<file path="config.mk">
export PLATFORM = sky130hd
export DESIGN_NAME = mod_sub_flat
export DESIGN_NICKNAME = d
export VERILOG_FILES = /design/src/rtl/mod_sub_pkg.sv /design/src/rtl/mod_sub_if.sv /design/src/rtl/mod_sub_limb_addsub.sv /design/src/rtl/mod_sub.sv /design/src/flat_wrapper.sv
export SDC_FILE = /design/constraint.sdc
export NUM_CORES = 2
export LEC_CHECK = 0
export CORE_AREA = 2 2 532 534
export CTS_BUF_LIST = sky130_fd_sc_hd__clkbuf_4 sky130_fd_sc_hd__clkbuf_8 sky130_fd_sc_hd__clkbuf_16
export CTS_CLUSTER_DIAMETER = 40
export DETAILED_ROUTE_END_ITERATION = 8
export DIE_AREA = 0 0 534 536
export PLACE_DENSITY_LB_ADDON = 0.05
export REMOVE_ABC_BUFFERS = 1
export SYNTH_ARGS = -nofsm -noshare
export SYNTH_HDL_FRONTEND = slang
export SYNTH_HIERARCHICAL = 1
export SYNTH_SLANG_ARGS = --single-unit
</file>
<file path="constraint.sdc">
create_clock -name clk -period 41.4 [get_ports clk]
set_input_delay 6.21 -clock clk [delete_from_list [all_inputs] [get_ports clk]]
set_output_delay 6.21 -clock clk [all_outputs]
set_load 0.02 [all_outputs]
</file>
<file path="src/rtl/mod_sub_pkg.sv">
// -----------------------------------------------------------------------------
// mod_sub_pkg
// Shared constants and types for the Ed448 modular subtractor.
//   DATA_WIDTH  : field element width (448 bits)
//   MODULUS     : p = 2^448 - 2^224 - 1
//   LIMB_WIDTH  : bits processed per cycle by the limb-serial datapath
//   NUM_LIMBS   : DATA_WIDTH / LIMB_WIDTH, derived and never set directly
//   sub_state_t : control states of the subtractor
// -----------------------------------------------------------------------------
package mod_sub_pkg;

  localparam int DATA_WIDTH = 448;

  // p is all ones except bit 224, because 2^448 - 1 - 2^224 clears that bit.
  localparam logic [DATA_WIDTH-1:0] MODULUS = {{223{1'b1}}, 1'b0, {224{1'b1}}};

  localparam int LIMB_WIDTH = 64;
  localparam int NUM_LIMBS  = DATA_WIDTH / LIMB_WIDTH;

  typedef enum logic [1:0] {
    IDLE   = 2'd0,
    SUB    = 2'd1,
    FIX    = 2'd2,
    FINISH = 2'd3
  } sub_state_t;

endpackage

</file>
<file path="src/rtl/mod_sub_if.sv">
// -----------------------------------------------------------------------------
// mod_sub_if
// Request/response bundle of the modular subtractor.
//   start : one-cycle request pulse (requester -> subtractor)
//   a, b  : minuend / subtrahend, sampled with an accepted start
//   diff  : (a - b) mod p, valid while done is high
//   busy  : operation in flight
//   done  : level, high from completion until the next accepted start
// The requester uses the master modport, the subtractor the slave modport.
// -----------------------------------------------------------------------------
interface mod_sub_if import mod_sub_pkg::*; ();

  logic                  start;
  logic [DATA_WIDTH-1:0] a;
  logic [DATA_WIDTH-1:0] b;
  logic [DATA_WIDTH-1:0] diff;
  logic                  busy;
  logic                  done;

  modport master (
    output start, a, b,
    input  diff, busy, done
  );

  modport slave (
    input  start, a, b,
    output diff, busy, done
  );

endinterface

</file>
<file path="src/rtl/mod_sub_limb_addsub.sv">
// -----------------------------------------------------------------------------
// mod_sub_limb_addsub
// Combinational WIDTH-bit adder/subtractor with carry/borrow in and out.
//   x, y : operands
//   cin  : carry-in (add) or borrow-in (sub)
//   mode : 0 = add (x + y + cin), 1 = subtract (x - y - cin)
//   r    : WIDTH-bit wrapped result
//   cout : carry-out (add) or borrow-out (sub)
// -----------------------------------------------------------------------------
module mod_sub_limb_addsub #(
  parameter int WIDTH = 64
) (
  input  logic [WIDTH-1:0] x,
  input  logic [WIDTH-1:0] y,
  input  logic             cin,
  input  logic             mode,
  output logic [WIDTH-1:0] r,
  output logic             cout
);

  logic [WIDTH:0] sum;

  // Computing one bit wider makes the top bit the carry on add and, thanks to
  // two's-complement wrap, the borrow on subtract.
  always_comb begin
    if (mode) begin
      sum = {1'b0, x} - {1'b0, y} - (WIDTH+1)'(cin);
    end else begin
      sum = {1'b0, x} + {1'b0, y} + (WIDTH+1)'(cin);
    end
  end

  assign r    = sum[WIDTH-1:0];
  assign cout = sum[WIDTH];

endmodule

</file>
<file path="src/rtl/mod_sub.sv">
// -----------------------------------------------------------------------------
// mod_sub
// Limb-serial modular subtraction in the Ed448 field: diff = (a - b) mod p.
// A borrow chain walks the limbs of W = a - b one limb per cycle; if the final
// borrow is set the result went negative and p is added back, again one limb
// per cycle, before the result is published.
//   clk : system clock, rising edge
//   rst : asynchronous active-high reset
//   bus : mod_sub_if slave (start, a, b in; diff, busy, done out)
// Latency from the accepting edge to done: NUM_LIMBS+1 edges without the
// add-back pass, 2*NUM_LIMBS+1 edges with it.
// -----------------------------------------------------------------------------
module mod_sub import mod_sub_pkg::*; (
  input  logic      clk,
  input  logic      rst,
  mod_sub_if.slave  bus
);

  localparam int IDX_W = (NUM_LIMBS > 1) ? $clog2(NUM_LIMBS) : 1;
  localparam logic [IDX_W-1:0] LAST_IDX = IDX_W'(NUM_LIMBS - 1);

  sub_state_t            state_q, state_d;
  logic [IDX_W-1:0]      idx_q, idx_d;
  logic                  cb_q, cb_d;      // borrow in SUB, carry in FIX
  logic [LIMB_WIDTH-1:0] w_q [NUM_LIMBS];
  logic [LIMB_WIDTH-1:0] w_d [NUM_LIMBS];
  logic [LIMB_WIDTH-1:0] b_q [NUM_LIMBS];
  logic [LIMB_WIDTH-1:0] b_d [NUM_LIMBS];
  logic [DATA_WIDTH-1:0] diff_q, diff_d;
  logic                  busy_q, busy_d;
  logic                  done_q, done_d;

  logic [LIMB_WIDTH-1:0] mod_limb [NUM_LIMBS];
  logic [DATA_WIDTH-1:0] w_flat;

  logic [LIMB_WIDTH-1:0] op_x, op_y, op_r;
  logic                  op_mode, op_cout;

  // Slice the modulus into limbs and reassemble the working register.
  generate
    for (genvar gi = 0; gi < NUM_LIMBS; gi++) begin : g_limb
      assign mod_limb[gi]                           = MODULUS[gi*LIMB_WIDTH +: LIMB_WIDTH];
      assign w_flat[gi*LIMB_WIDTH +: LIMB_WIDTH]    = w_q[gi];
    end
  endgenerate

  // One shared limb unit: subtract B during SUB, add MODULUS during FIX.
  assign op_mode = (state_q != FIX);
  assign op_x    = w_q[idx_q];
  assign op_y    = (state_q == FIX) ? mod_limb[idx_q] : b_q[idx_q];

  mod_sub_limb_addsub #(
    .WIDTH (LIMB_WIDTH)
  ) u_addsub (
    .x    (op_x),
    .y    (op_y),
    .cin  (cb_q),
    .mode (op_mode),
    .r    (op_r),
    .cout (op_cout)
  );

  always_comb begin
    state_d = state_q;
    idx_d   = idx_q;
    cb_d    = cb_q;
    w_d     = w_q;
    b_d     = b_q;
    diff_d  = diff_q;
    busy_d  = busy_q;
    done_d  = done_q;

    case (state_q)
      IDLE: begin
        if (bus.start) begin
          for (int i = 0; i < NUM_LIMBS; i++) begin
            w_d[i] = bus.a[i*LIMB_WIDTH +: LIMB_WIDTH];
            b_d[i] = bus.b[i*LIMB_WIDTH +: LIMB_WIDTH];
          end
          idx_d   = '0;
          cb_d    = 1'b0;
          busy_d  = 1'b1;
          done_d  = 1'b0;
          state_d = SUB;
        end
      end

      SUB: begin
        w_d[idx_q] = op_r;
        if (idx_q == LAST_IDX) begin
          // A final borrow means a < b: the wrapped value needs p added back.
          idx_d   = '0;
          cb_d    = 1'b0;
          state_d = op_cout ? FIX : FINISH;
        end else begin
          cb_d  = op_cout;
          idx_d = idx_q + 1'b1;
        end
      end

      FIX: begin
        w_d[idx_q] = op_r;
        if (idx_q == LAST_IDX) begin
          // The carry out of the top limb cancels the earlier wrap; drop it.
          idx_d   = '0;
          cb_d    = 1'b0;
          state_d = FINISH;
        end else begin
          cb_d  = op_cout;
          idx_d = idx_q + 1'b1;
        end
      end

      FINISH: begin
        diff_d  = w_flat;
        done_d  = 1'b1;
        busy_d  = 1'b0;
        state_d = IDLE;
      end

      default: begin
        state_d = IDLE;
      end
    endcase
  end

  always_ff @(posedge clk or posedge rst) begin
    if (rst) begin
      state_q <= IDLE;
      idx_q   <= '0;
      cb_q    <= 1'b0;
      for (int i = 0; i < NUM_LIMBS; i++) begin
        w_q[i] <= '0;
        b_q[i] <= '0;
      end
      diff_q  <= '0;
      busy_q  <= 1'b0;
      done_q  <= 1'b0;
    end else begin
      state_q <= state_d;
      idx_q   <= idx_d;
      cb_q    <= cb_d;
      w_q     <= w_d;
      b_q     <= b_d;
      diff_q  <= diff_d;
      busy_q  <= busy_d;
      done_q  <= done_d;
    end
  end

  assign bus.diff = diff_q;
  assign bus.busy = busy_q;
  assign bus.done = done_q;

endmodule
</file>
<file path="src/flat_wrapper.sv">
// flat-port wrapper written by rule: the top's interface ports become plain ports
module mod_sub_flat import mod_sub_pkg::*;
  (clk, rst, bus_start, bus_a, bus_b, bus_diff, bus_busy, bus_done);
  mod_sub_if bus_i ();
  input  logic clk;
  input  logic rst;
  input wire logic [$bits(bus_i.start)-1:0] bus_start;
  input wire logic [$bits(bus_i.a)-1:0] bus_a;
  input wire logic [$bits(bus_i.b)-1:0] bus_b;
  output wire logic [$bits(bus_i.diff)-1:0] bus_diff;
  output wire logic [$bits(bus_i.busy)-1:0] bus_busy;
  output wire logic [$bits(bus_i.done)-1:0] bus_done;
  assign bus_i.start = bus_start;
  assign bus_i.a = bus_a;
  assign bus_i.b = bus_b;
  assign bus_diff = bus_i.diff;
  assign bus_busy = bus_i.busy;
  assign bus_done = bus_i.done;
  mod_sub u_core (.clk(clk), .rst(rst), .bus(bus_i));
endmodule
</file>
After elaboration in Yosys (flattened, before gate mapping)
Memories as Yosys holds them, arrays and structs flattened. Cells that the tools add are included.

Register bits: 1352. ROM bits: 512. Input bits: 899. Output and inout bits: 450. Logic and storage cells: 75. Memories kept: 1.

Memories: (name not given) (words 8, width 64, rd ports 1, clocked after memory_dff 0, write ports 0, line mod_sub.sv:50) `assign op_y = (state_q == FIX) ? mod_limb[idx_q] : b_q[idx_q];`.

Add/subtract/negate cells: 5. Magnitude comparators: 2. Eq/ne operators: 8. Multiplexer cells: 29. Bitwise gates (word level): 1. Reductions and logical operators: 9.

Operators with widths (number): $pmux W448 S2 (1); $mux W64 (8); $bwmux W448 (1); $mux W448 (1); $bmux W64 S3 (2); $demux W64 S3 (1); $add A64 B64 Y65 (1); $add A65 B1 Y65 (1); $mux W65 (1); $sub A64 B64 Y65 (1); $sub A65 B1 Y65 (1); $pmux W2 S4 (1); $mux W2 (3); $mux W3 (2); $ne A2 B2 Y1 const B (3); $pmux W1 S2 (3); $pmux W3 S2 (1); $reduce_and A2 Y1 (3); $eq A2 B2 Y1 const B (2); $ge A4 B4 Y1 const B (1); $lt A4 B1 Y1 const B (1); $mux W1 (4); $not A3 Y4 (1); $reduce_bool A2 Y1 (2); other kinds (8) (8).

Logic depth before layout (Yosys ltp)
Depth in word-level cells: 11. Depth in mapped cells: 28. Mapped depth without buffers: 24.

Modules after synthesis
Netlist, hierarchy kept.

Modules (own cells, without submodules): mod_sub (times used 1, cells each 6381, area an instance 62989.2 um2, sequential area each 33832.4 um2); mod_sub_limb_addsub (times used 1, cells each 1490, area an instance 9679.3 um2, sequential area each 0.0 um2).

Least setup slack after synthesis
Ideal clock, no wire load.

Path kind: input -> register. Start point: input port bus_start. End point: register u_core/b_q[198] in the netlist's numbering. Library setup time: 0.065 ns. Arrival: 7.168 ns. Setup slack: 34.167 ns. Cell stages on the path: 6. Buffers on the path: 3. Path through: and2_1 > clkbuf_1 > clkbuf_1 > clkbuf_1 > nand2_1 > nand2_1.

Word-level cells in the longest chain between the ends: 1.

RTL lines: from (decl) (line flat_wrapper.sv:7) `input wire logic [$bits(bus_i.start)-1:0] bus_start;`; $reduce_and A2 Y1 (no line); to (signal, indexed assignment) (line mod_sub.sv:134) `b_q[i] <= '0;`; to (signal assigned) (line mod_sub.sv:144) `b_q <= b_d;`; to (decl) (line mod_sub.sv:27) `logic [LIMB_WIDTH-1:0] b_q [NUM_LIMBS];`.

Every way passes these cells. A chain may end at the register's enable or synchronous reset.

==> flow_summary.ini <==
[yosys]
synth_top_cell_by_area = dfrtp_1
syn_area_sq_um = 72700
ys_ff_latch = 1352
synth.top_cell.area_share_pct = 46.6
ys.flop_type = dfrtp_1
syn_inst = 7871
synthTopCellsByArea = dfrtp_1 (47%), mux2_2 (8.8%), nand2_1 (7.8%)
avgSynthCellArea_sq_um = 9.23
seq_area_frac_synth_pct = 46.6
yosysUniqueCellTypes = 92
synth-edff-count = 0
ys_warn_count = 6
synthArstFlopShare_pct = 100

[global_routing]
overflow = 0
grt_pass1_wl_um = 538000
grt_max_degree = 210
grtUsageTotal_pct = 26.5
antenna_found_initial = 95
grt_pass1_vias = 67013

[timing]
worst_slew_pin_slew_ns = 1.38
setup_viol = 0
fmax_ghz = 0.0950
slew_violations = 0
relSlewSlack_pct = 6.81
min_period_over_period_pct = 25.4
holdWs_ns = 0.467
clock_skew_ns = 0.105
rsz0062_at_grt = false
hold_viol_final = 0
fin_crit_ns = 10.53

[detailed_routing]
dr.pass1.iters = 6
drc = 0
wirelength_um = 391000
num_vias = 65291
postRouteAntennaNets = 0
vias_per_cell = 4.98
wl_per_cell_um = 29.8
drt_iter0_drc = 4568

[min_path]
whs_endpoint = u_core/b_q[323]
hold_depth = 2
min_path_type = register to register
hold_start = u_core/b_q[323]

[floorplanning]
io_pins = 1349
rows = 195
dieWidth_um = 534
dieArea_sq_um = 286000
start_util_pct = 25.9
die_h_um = 536
core-area_sq_um = 281000

[critical_path]
criticalPathCategory = input port to asynchronous set/reset pin
start_kind = input port
r2r_cells = 20
critPathMaxFanout = 96
rr_endpoint = u_core/w_flat[307]
r2r_start = u_core/idx_q[1]
cp-end-kind = asynchronous set/reset pin
critPathArrivalTime_ns = 11.31
worstPathRequired_ns = 42.18
r2r_slack_ns = 32.48

[final_layout]
final_nets = 10205
nFillCells = 28632
ff_latch_area_sq_um = 33800
fin_util_pct = 35.9
drive_gt1_share_pct = 15.5
area_growth_pct = 38.9
multiInputGateArea_sq_um = 35300

[clock_network]
cts_buffer_depth = 4
cts_setup_buffers = 0
cts-hold-fix-buffers = 0
clk_latency_ns = 0.97
cts_tree = built
cts_buffers = 326
clk_pin_slew_ns = 0.05
cts_resized = 0
h-tree-depth = 5
cts-root-buf = clkbuf_16
cts.sinks = 1352

[job]
drv_cap = 0

[placed_design]
dp_hpwl_um = 286000
portBuffers = 1348
gp_congestion = 0.876

[run_status]
status = complete, no violations
cell usage after synthesis, types with 60 or more instances:
cell type / count
nand2_1: 1519
dfrtp_1: 1352
a21oi_1: 1097
nor2_1: 628
mux2_2: 565
nor2b_1: 479
clkbuf_1: 269
inv_1: 223
o21ai_0: 214
buf_2: 204
ha_1: 195
a221oi_1: 114
mux2i_1: 88
xnor2_1: 87
and2_1: 71
a21oi_2: 67
a22oi_1: 60
critical path, stage by stage:
cell,delay [ns]
clkdlybuf4s50_1,0.50
inv_8,0.44
buf_4,0.77
buf_4,0.74
buf_4,0.68
buf_4,0.75
buf_4,0.83
metal layers:
layer	track usage [%]	up-vias	wire length, um
met5	0	-	510
met4	6.72	86	9740
met3	6.40	533	26500
met2	44.2	2278	186000
met1	34.3	33026	168000
li1	-	29368	-
state kept, by name, indices dropped and copies added (netlist names):
signal	flops
u_core/state_q	2
u_core/w_flat	448
u_core/bus.busy	1
u_core/bus.done	1
u_core/b_q	448
u_core/cb_q	1
u_core/bus.diff	448
u_core/idx_q	3
layout by cell type (no fill, tap or decap), drive strengths merged, types with 33 or more instances in the layout:
cell type | netlist | routed
nor2b | 479 | 479
a221oi | 114 | 114
nor2 | 634 | 634
mux2 | 567 | 567
mux2i | 88 | 88
o21ai | 228 | 228
a21o | 43 | 43
buf | 316 | 145
a21oi | 1164 | 1164
and2 | 71 | 71
clkbuf | 269 | 418
bufinv | 0 | 50
clkinvlp | 0 | 39
clkinv | 2 | 58
mux4 | 33 | 33
inv | 224 | 233
ha | 195 | 195
clkdlybuf4s50 | 0 | 1348
a22oi | 60 | 60
nand2 | 1519 | 1519
dfrtp | 1352 | 1352
xnor2 | 87 | 87
logic make-up after synthesis:
family                   count (synthesis)  synth area share [%]
multiplexers                           688                  11.0
buffers and inverters                  811                  5.16
flip-flops                            1352                  46.6
AO/OA/AOI/OAI                         1847                  15.2
AND/OR/NAND/NOR                       2858                  17.2
XOR/XNOR                               116                  1.40
adder cells (fa/ha/maj)                199                  3.47
cell type report:
class                      count  share of cell area (%)
antenna                       16                  0.0397
clock buffer                 418                    9.15
inverter                     226                   0.860
tap                         3743                    4.64
timing repair buffer        1493                    14.6
sequential                  1352                    33.5
clock inverter               154                    2.27
multi-input combinational   5708                    35.0
how the worst max path moves through the flow:
stage | from | end | slack (ns) | depth (start not counted)
finish | rst | u_core/idx_q[1] | 30.87 | 7
global route | rst | u_core/idx_q[2] | 30.19 | 7
CTS | rst | u_core/idx_q[2] | 30.67 | 7
detailed placement | rst | u_core/idx_q[2] | 29.68 | 7
global placement | rst | u_core/idx_q[1] | 29.76 | 7
floorplan | rst | u_core/b_q[0] | -2.93 | 1
metrics by stage:
| stage | instances | worst slack, ns | TNS [ns] | instance area, sq um |
|---|---|---|---|---|
| final | 13110 | 30.87 | 0 | 101000 |
| after global routing | 13098 | 30.19 | 0 | 101000 |
| after CTS | 13094 | 30.67 | 0 | 101000 |
| after detailed placement | 12522 | 29.68 | 0 | 89400 |
| after global placement | 12522 | 29.76 | 0 | 89400 |
| after floorplan | 7286 | -2.93 | -3956.22 | 69800 |
Power is not shown: default switching activity piles up to over one toggle a cycle in this logic, so the estimate is an artifact.
